### config.mk
export PLATFORM = sky130hd
export DESIGN_NAME = set_cond_unit
export DESIGN_NICKNAME = d
export VERILOG_FILES = /design/src/rtl/set_cond_pkg.sv /design/src/rtl/set_cond_cmp.sv /design/src/rtl/set_cond_unit.sv
export SDC_FILE = /design/constraint.sdc
export NUM_CORES = 1
export LEC_CHECK = 0
export ABC_CLOCK_PERIOD_IN_PS = 2140
export CORE_ASPECT_RATIO = 0.6
export CORE_MARGIN = 2
export CORE_UTILIZATION = 39
export DETAILED_ROUTE_END_ITERATION = 7
export GPL_TIMING_DRIVEN = 0
export MAX_ROUTING_LAYER = met4
export PLACE_DENSITY = 0.82
export SYNTH_ARGS = -nofsm -noshare
export SYNTH_HDL_FRONTEND = slang
export SYNTH_SLANG_ARGS = --single-unit
### constraint.sdc
create_clock -name clk -period 2.14 [get_ports clk]
set_input_delay 0.214 -clock clk [delete_from_list [all_inputs] [get_ports clk]]
set_output_delay 0.214 -clock clk [all_outputs]
set_load 0.01 [all_outputs]
### src/rtl/set_cond_pkg.sv
// Shared definitions for the set-on-condition unit: op encodings, the reserved-op
// test and the stage-1 control payload.
package set_cond_pkg;

    localparam int OP_W = 3;

    localparam logic [OP_W-1:0] OP_SEQ = 3'b000;
    localparam logic [OP_W-1:0] OP_SNE = 3'b001;
    localparam logic [OP_W-1:0] OP_SLT = 3'b010;
    localparam logic [OP_W-1:0] OP_SGT = 3'b011;
    localparam logic [OP_W-1:0] OP_SLE = 3'b100;
    localparam logic [OP_W-1:0] OP_SGE = 3'b101;

    // The tag width is a module parameter, so the tag is registered next to this payload.
    typedef struct packed {
        logic            eq;
        logic            lt;
        logic [OP_W-1:0] op;
        logic            illegal;
    } s1_ctrl_t;

    function automatic logic is_reserved_op(input logic [OP_W-1:0] op);
        return op[2] & op[1];
    endfunction

endpackage

### src/rtl/set_cond_cmp.sv
// Combinational magnitude comparator producing equality, unsigned/signed less-than,
// signed overflow and the sign of A-B; reusable by branch-compare logic.
module set_cond_cmp
    import set_cond_pkg::*;
#(
    parameter int WIDTH = 32
) (
    input  logic [WIDTH-1:0] a,
    input  logic [WIDTH-1:0] b,
    output logic             eq,
    output logic             ult,
    output logic             slt,
    output logic             ovf,
    output logic             neg
);

    logic [WIDTH:0] diff_s;

    // Subtract with one guard bit so the top bit is the unsigned borrow.
    always_comb begin
        diff_s = {1'b0, a} - {1'b0, b};
        eq     = (a == b);
        ult    = diff_s[WIDTH];
        ovf    = (a[WIDTH-1] != b[WIDTH-1]) && (diff_s[WIDTH-1] != a[WIDTH-1]);
        slt    = diff_s[WIDTH-1] ^ ovf;
        neg    = diff_s[WIDTH-1];
    end

endmodule

### src/rtl/set_cond_unit.sv
// Two-stage pipelined set-on-condition unit with valid/ready on both sides.
// Optional condition flags output is built when SET_COND_FLAGS_EN is defined.
module set_cond_unit
    import set_cond_pkg::*;
#(
    parameter int WIDTH = 32,
    parameter int TAG_W = 5
) (
    input  logic             clk,
    input  logic             rst_n,
    input  logic             in_valid,
    output logic             in_ready,
    input  logic [OP_W-1:0]  in_op,
    input  logic             in_sgn,
    input  logic [WIDTH-1:0] in_a,
    input  logic [WIDTH-1:0] in_b,
    input  logic [TAG_W-1:0] in_tag,
    output logic             out_valid,
    input  logic             out_ready,
    output logic [WIDTH-1:0] out_set,
    output logic [TAG_W-1:0] out_tag,
    output logic             out_illegal
`ifdef SET_COND_FLAGS_EN
    ,
    output logic [3:0]       out_flags
`endif
);

    logic             eq_s;
    logic             ult_s;
    logic             slt_s;
    logic             ovf_s;
    logic             neg_s;

    logic             s1_valid_r;
    s1_ctrl_t         s1_ctrl_r;
    s1_ctrl_t         s1_next_s;
    logic [TAG_W-1:0] s1_tag_r;
    logic             s2_valid_r;

    logic             s2_en_s;
    logic             s1_en_s;
    logic             in_xfer_s;
    logic             cond_s;

    set_cond_cmp #(
        .WIDTH (WIDTH)
    ) u_cmp (
        .a   (in_a),
        .b   (in_b),
        .eq  (eq_s),
        .ult (ult_s),
        .slt (slt_s),
        .ovf (ovf_s),
        .neg (neg_s)
    );

    // Handshake: a stage advances when its successor is empty or moving.
    always_comb begin
        s2_en_s   = !s2_valid_r || out_ready;
        s1_en_s   = !s1_valid_r || s2_en_s;
        in_ready  = s1_en_s;
        in_xfer_s = in_valid && s1_en_s;
        out_valid = s2_valid_r;
    end

    // Stage-1 payload built from the comparator results.
    always_comb begin
        s1_next_s         = {$bits(s1_ctrl_t){1'b0}};
        s1_next_s.eq      = eq_s;
        s1_next_s.op      = in_op;
        s1_next_s.illegal = is_reserved_op(in_op);
        if (in_sgn) begin
            s1_next_s.lt = slt_s;
        end else begin
            s1_next_s.lt = ult_s;
        end
    end

    // Stage-1 registers: capture on input transfer, empty when drained with no new request.
    always_ff @(posedge clk or negedge rst_n) begin
        if (!rst_n) begin
            s1_valid_r <= 1'b0;
            s1_ctrl_r  <= {$bits(s1_ctrl_t){1'b0}};
            s1_tag_r   <= {TAG_W{1'b0}};
        end else if (s1_en_s) begin
            s1_valid_r <= in_xfer_s;
            if (in_xfer_s) begin
                s1_ctrl_r <= s1_next_s;
                s1_tag_r  <= in_tag;
            end
        end
    end

    // Condition select; reserved encodings never set the result.
    always_comb begin
        cond_s = 1'b0;
        case (s1_ctrl_r.op)
            OP_SEQ:  cond_s = s1_ctrl_r.eq;
            OP_SNE:  cond_s = !s1_ctrl_r.eq;
            OP_SLT:  cond_s = s1_ctrl_r.lt;
            OP_SGT:  cond_s = !s1_ctrl_r.lt && !s1_ctrl_r.eq;
            OP_SLE:  cond_s = s1_ctrl_r.lt || s1_ctrl_r.eq;
            OP_SGE:  cond_s = !s1_ctrl_r.lt;
            default: cond_s = 1'b0;
        endcase
    end

    // Stage-2 output registers; held while the consumer stalls.
    always_ff @(posedge clk or negedge rst_n) begin
        if (!rst_n) begin
            s2_valid_r  <= 1'b0;
            out_set     <= {WIDTH{1'b0}};
            out_tag     <= {TAG_W{1'b0}};
            out_illegal <= 1'b0;
        end else if (s2_en_s) begin
            s2_valid_r  <= s1_valid_r;
            out_set     <= {{(WIDTH-1){1'b0}}, cond_s};
            out_tag     <= s1_tag_r;
            out_illegal <= s1_ctrl_r.illegal;
        end
    end

`ifdef SET_COND_FLAGS_EN
    // N, C (no-borrow) and V; Z is taken from the stored equality bit.
    logic [2:0] s1_ncv_r;

    // Stage-1 flag capture, moving in lockstep with the payload.
    always_ff @(posedge clk or negedge rst_n) begin
        if (!rst_n) begin
            s1_ncv_r <= 3'b000;
        end else if (s1_en_s && in_xfer_s) begin
            s1_ncv_r <= {neg_s, !ult_s, ovf_s};
        end
    end

    // Stage-2 flag output register.
    always_ff @(posedge clk or negedge rst_n) begin
        if (!rst_n) begin
            out_flags <= 4'b0000;
        end else if (s2_en_s) begin
            out_flags <= {s1_ctrl_r.eq, s1_ncv_r};
        end
    end
`else
    logic unused_flag_s;
    assign unused_flag_s = neg_s ^ ovf_s;
`endif

endmodule

==> impl_metrics.env <==
export IMPL_status="complete, but fails checks"
export IMPL_violations="setup timing"
export IMPL_setup_violations_final=1
export IMPL_layout_setup_ws_ns=-0.00981
export IMPL_hold_class="in -> async"
export IMPL_drt_iter0_drc=55
export IMPL_die_width_um=96.8
export IMPL_power_leakage_nw=1.77
export IMPL_place_hpwl_mm=4.15
export IMPL_grt_max_degree=21
export IMPL_wirelength_mm=5.60
export IMPL_post_route_min_period_ns=2.15
export IMPL_clockBufferDepth=2
export IMPL_ys_warn_count=0
export IMPL_cts_root_buf="clkbuf_8"
export IMPL_ff2ff_setup_slack_ns=0.40
export IMPL_portBuffers=85
export IMPL_vias=1992
export IMPL_place_area_um2=3100
export IMPL_ant_nets=0
export IMPL_antenna_cells=0
export IMPL_cts_tree="done"
export IMPL_dieArea_um2=5770
export IMPL_numCtsBuffers=3
export IMPL_worst_pin_slew_ns=0.864
export IMPL_dp_cells=413
export IMPL_timing_fmax_mhz=465
export IMPL_via_per_inst=4.65
export IMPL_final_common_cell="buf_4"
export IMPL_fin_area_um2=3510
export IMPL_clock_sinks=20
export IMPL_grt_pass1_vias=1948
export IMPL_grt_first_pass_wirelength_mm=8.74
export IMPL_required_ns=2.28
export IMPL_ir_worst_vdd_uv=347
export IMPL_drive_above_1_share_pct=41.7
export IMPL_cts_clk_slew_worst_paths_ns=0.07
export IMPL_r2r_cells=7
export IMPL_worst_setup_path_type="in -> reg"
export IMPL_io_pins=117
export IMPL_relSlewSlack_pct=42.2
export IMPL_fin_util_pct=69.8
export IMPL_grt_use_total_pct=19.4
export IMPL_worstPathArrival_ns=2.29
export IMPL_wl_per_cell_um=13.1
export IMPL_synth_ff_latch_count=20
export IMPL_final_max_slew_viol_count=0
export IMPL_firstDrtPassIters=5
export IMPL_startpoint_type="input port"
export IMPL_r2r_end="s1_ctrl_r[4]"
export IMPL_ys_types=38
export IMPL_die_h_um=59.7
export IMPL_area_growth_syn_to_layout_pct=74.3
export IMPL_clock_insertion_delay_worst_skew_ns=0.25
export IMPL_core_area_um2=5030
export IMPL_ctsHtreeMaxLevel=1
export IMPL_fin_skew_ns=0.00473
export IMPL_syn_area_um2=2010
export IMPL_hold_viol_final=0
export IMPL_initial_utilization_pct=40.0
export IMPL_end_kind="flip-flop"
export IMPL_std_cell_rows=20
export IMPL_fin_crit_sh_pct=100
export IMPL_pwr_density_cell_nw_per_um2=395
export IMPL_r2r_start="out_valid"
export IMPL_ys_seq_area_share_pct=24.8
export IMPL_rsz0062_at_grt="yes"
export IMPL_synth_cells=232
export IMPL_drc=0
export IMPL_final_nets=474
export IMPL_place_gp_congestion=0.821
export IMPL_cap_violations=0
export IMPL_cts_hold_buf=0
export IMPL_final_cell_mix="buf_4, clkdlybuf4s50_1, conb_1"
export IMPL_overflow=0
export IMPL_final_cells=428
export IMPL_antenna_found_initial=0
export IMPL_critPathMaxFanout=3
export IMPL_syn_avg_cell_area_um2=8.68
critical path, stage by stage:
cell,delay [ns]
buf_6,0.07
inv_4,0.03
ha_4,0.26
and4_4,0.25
nand2b_4,0.07
nor4_4,0.24
nand4_1,0.15
a41oi_2,0.24
nor3_2,0.08
fa_2,0.32
nand2_1,0.06
nor2_1,0.03
a221o_1,0.25
where the power goes:
group	internal, mW	total (mW)	switching, mW
registers	0.436	0.471	0.0344
clock network	0.125	0.233	0.109
logic	0.396	0.682	0.286
through the flow:
step                power (mW)  worst slack, ns  hold slack, ns  setup TNS [ns]
floorplan                0.784           0.0274         -0.0816               0
global placement          1.04           -0.724           0.464          -0.724
detailed placement        1.06           -0.742           0.479          -0.742
CTS                       1.36          -0.0709           0.483         -0.0709
global route              1.48          -0.0768           0.514         -0.0768
finish                    1.39         -0.00981           0.451        -0.00981
state kept, by name, summed over array words and instances (netlist names):
name and flops:
s1_ctrl_r 6, out_illegal 1, s1_tag_r 5, s1_valid_r 1
out_valid 1, out_set 1, out_tag 5
cells by family after synthesis:
| family | synth area share (%) |
|---|---|
| simple gates | 12.7 |
| fa+ha+maj | 20.9 |
| compound gates | 14.6 |
| other cells | 0.186 |
| buf+inv | 18.9 |
| mux | 7.83 |
| flops | 24.8 |
Yosys cell counts:
library cell	n	area share (%)
o31ai_1	3	1.1
a221oi_1	1	0.43
nor4_4	1	1.1
nor3_1	2	0.50
inv_1	37	6.9
nand2b_4	1	0.68
a21oi_1	13	3.2
nand2_1	18	3.4
a41oi_1	1	0.43
o21ai_0	10	2.5
a21o_1	7	2.6
ha_1	32	20
nand2b_1	1	0.31
nor2b_1	3	0.93
buf_2	2	0.50
a311oi_1	1	0.43
a31oi_1	1	0.31
nand3_1	3	0.75
nand4_1	5	1.6
nor2_1	8	1.5
a22oi_1	1	0.37
o221ai_1	1	0.43
o22ai_1	1	0.31
buf_4	31	12
o211ai_1	2	0.75
a21o_2	1	0.43
mux2_2	14	7.8
nand2_2	2	0.62
a21boi_0	1	0.37
a221o_1	1	0.50
conb_1	1	0.19
and4_4	1	0.56
fa_1	1	0.99
dfrtp_1	20	25
a211oi_1	1	0.37
or2_2	1	0.31
and3_1	1	0.31
or3_1	1	0.31
timing repair:
item / 4_1_cts / 5_1_grt
gates resized for setup: 144 / 32
pin swaps: 28 / 19
setup buffers: 9 / 3
endpoints found under the setup margin: 1 / 1
cell type report:
cell class / count / area (µm²)
inverters: 37 / 141
well taps: 66 / 82.6
clock buffers: 3 / 41.3
repair buffers: 97 / 876
flip-flops and latches: 20 / 500
plain buffers: 33 / 243
multi-input cells: 172 / 1630
fillers: 392 / 1520
metal layers:
metal,up-vias,global-route usage [%],wire (µm)
met2,75,37.8,2940
met1,922,21.8,2340
li1,993,-,-
met3,2,4.33,317
met4,0,1.01,8
met5,-,-,0
how the worst max path moves through the flow:
stage,from,to,slack [ns],cells after the start
6_report,in_b[25],s1_ctrl_r[4],-0.01,13
3_5_place_dp,in_b[22],s1_ctrl_r[4],-0.74,12
2_1_floorplan,in_b[23],s1_ctrl_r[4],0.03,11
3_3_place_gp,in_b[20],s1_ctrl_r[4],-0.72,12
4_1_cts,in_a[25],s1_ctrl_r[4],-0.07,12
5_1_grt,in_b[25],s1_ctrl_r[4],-0.08,13
(Power assumes the default switching activity.)
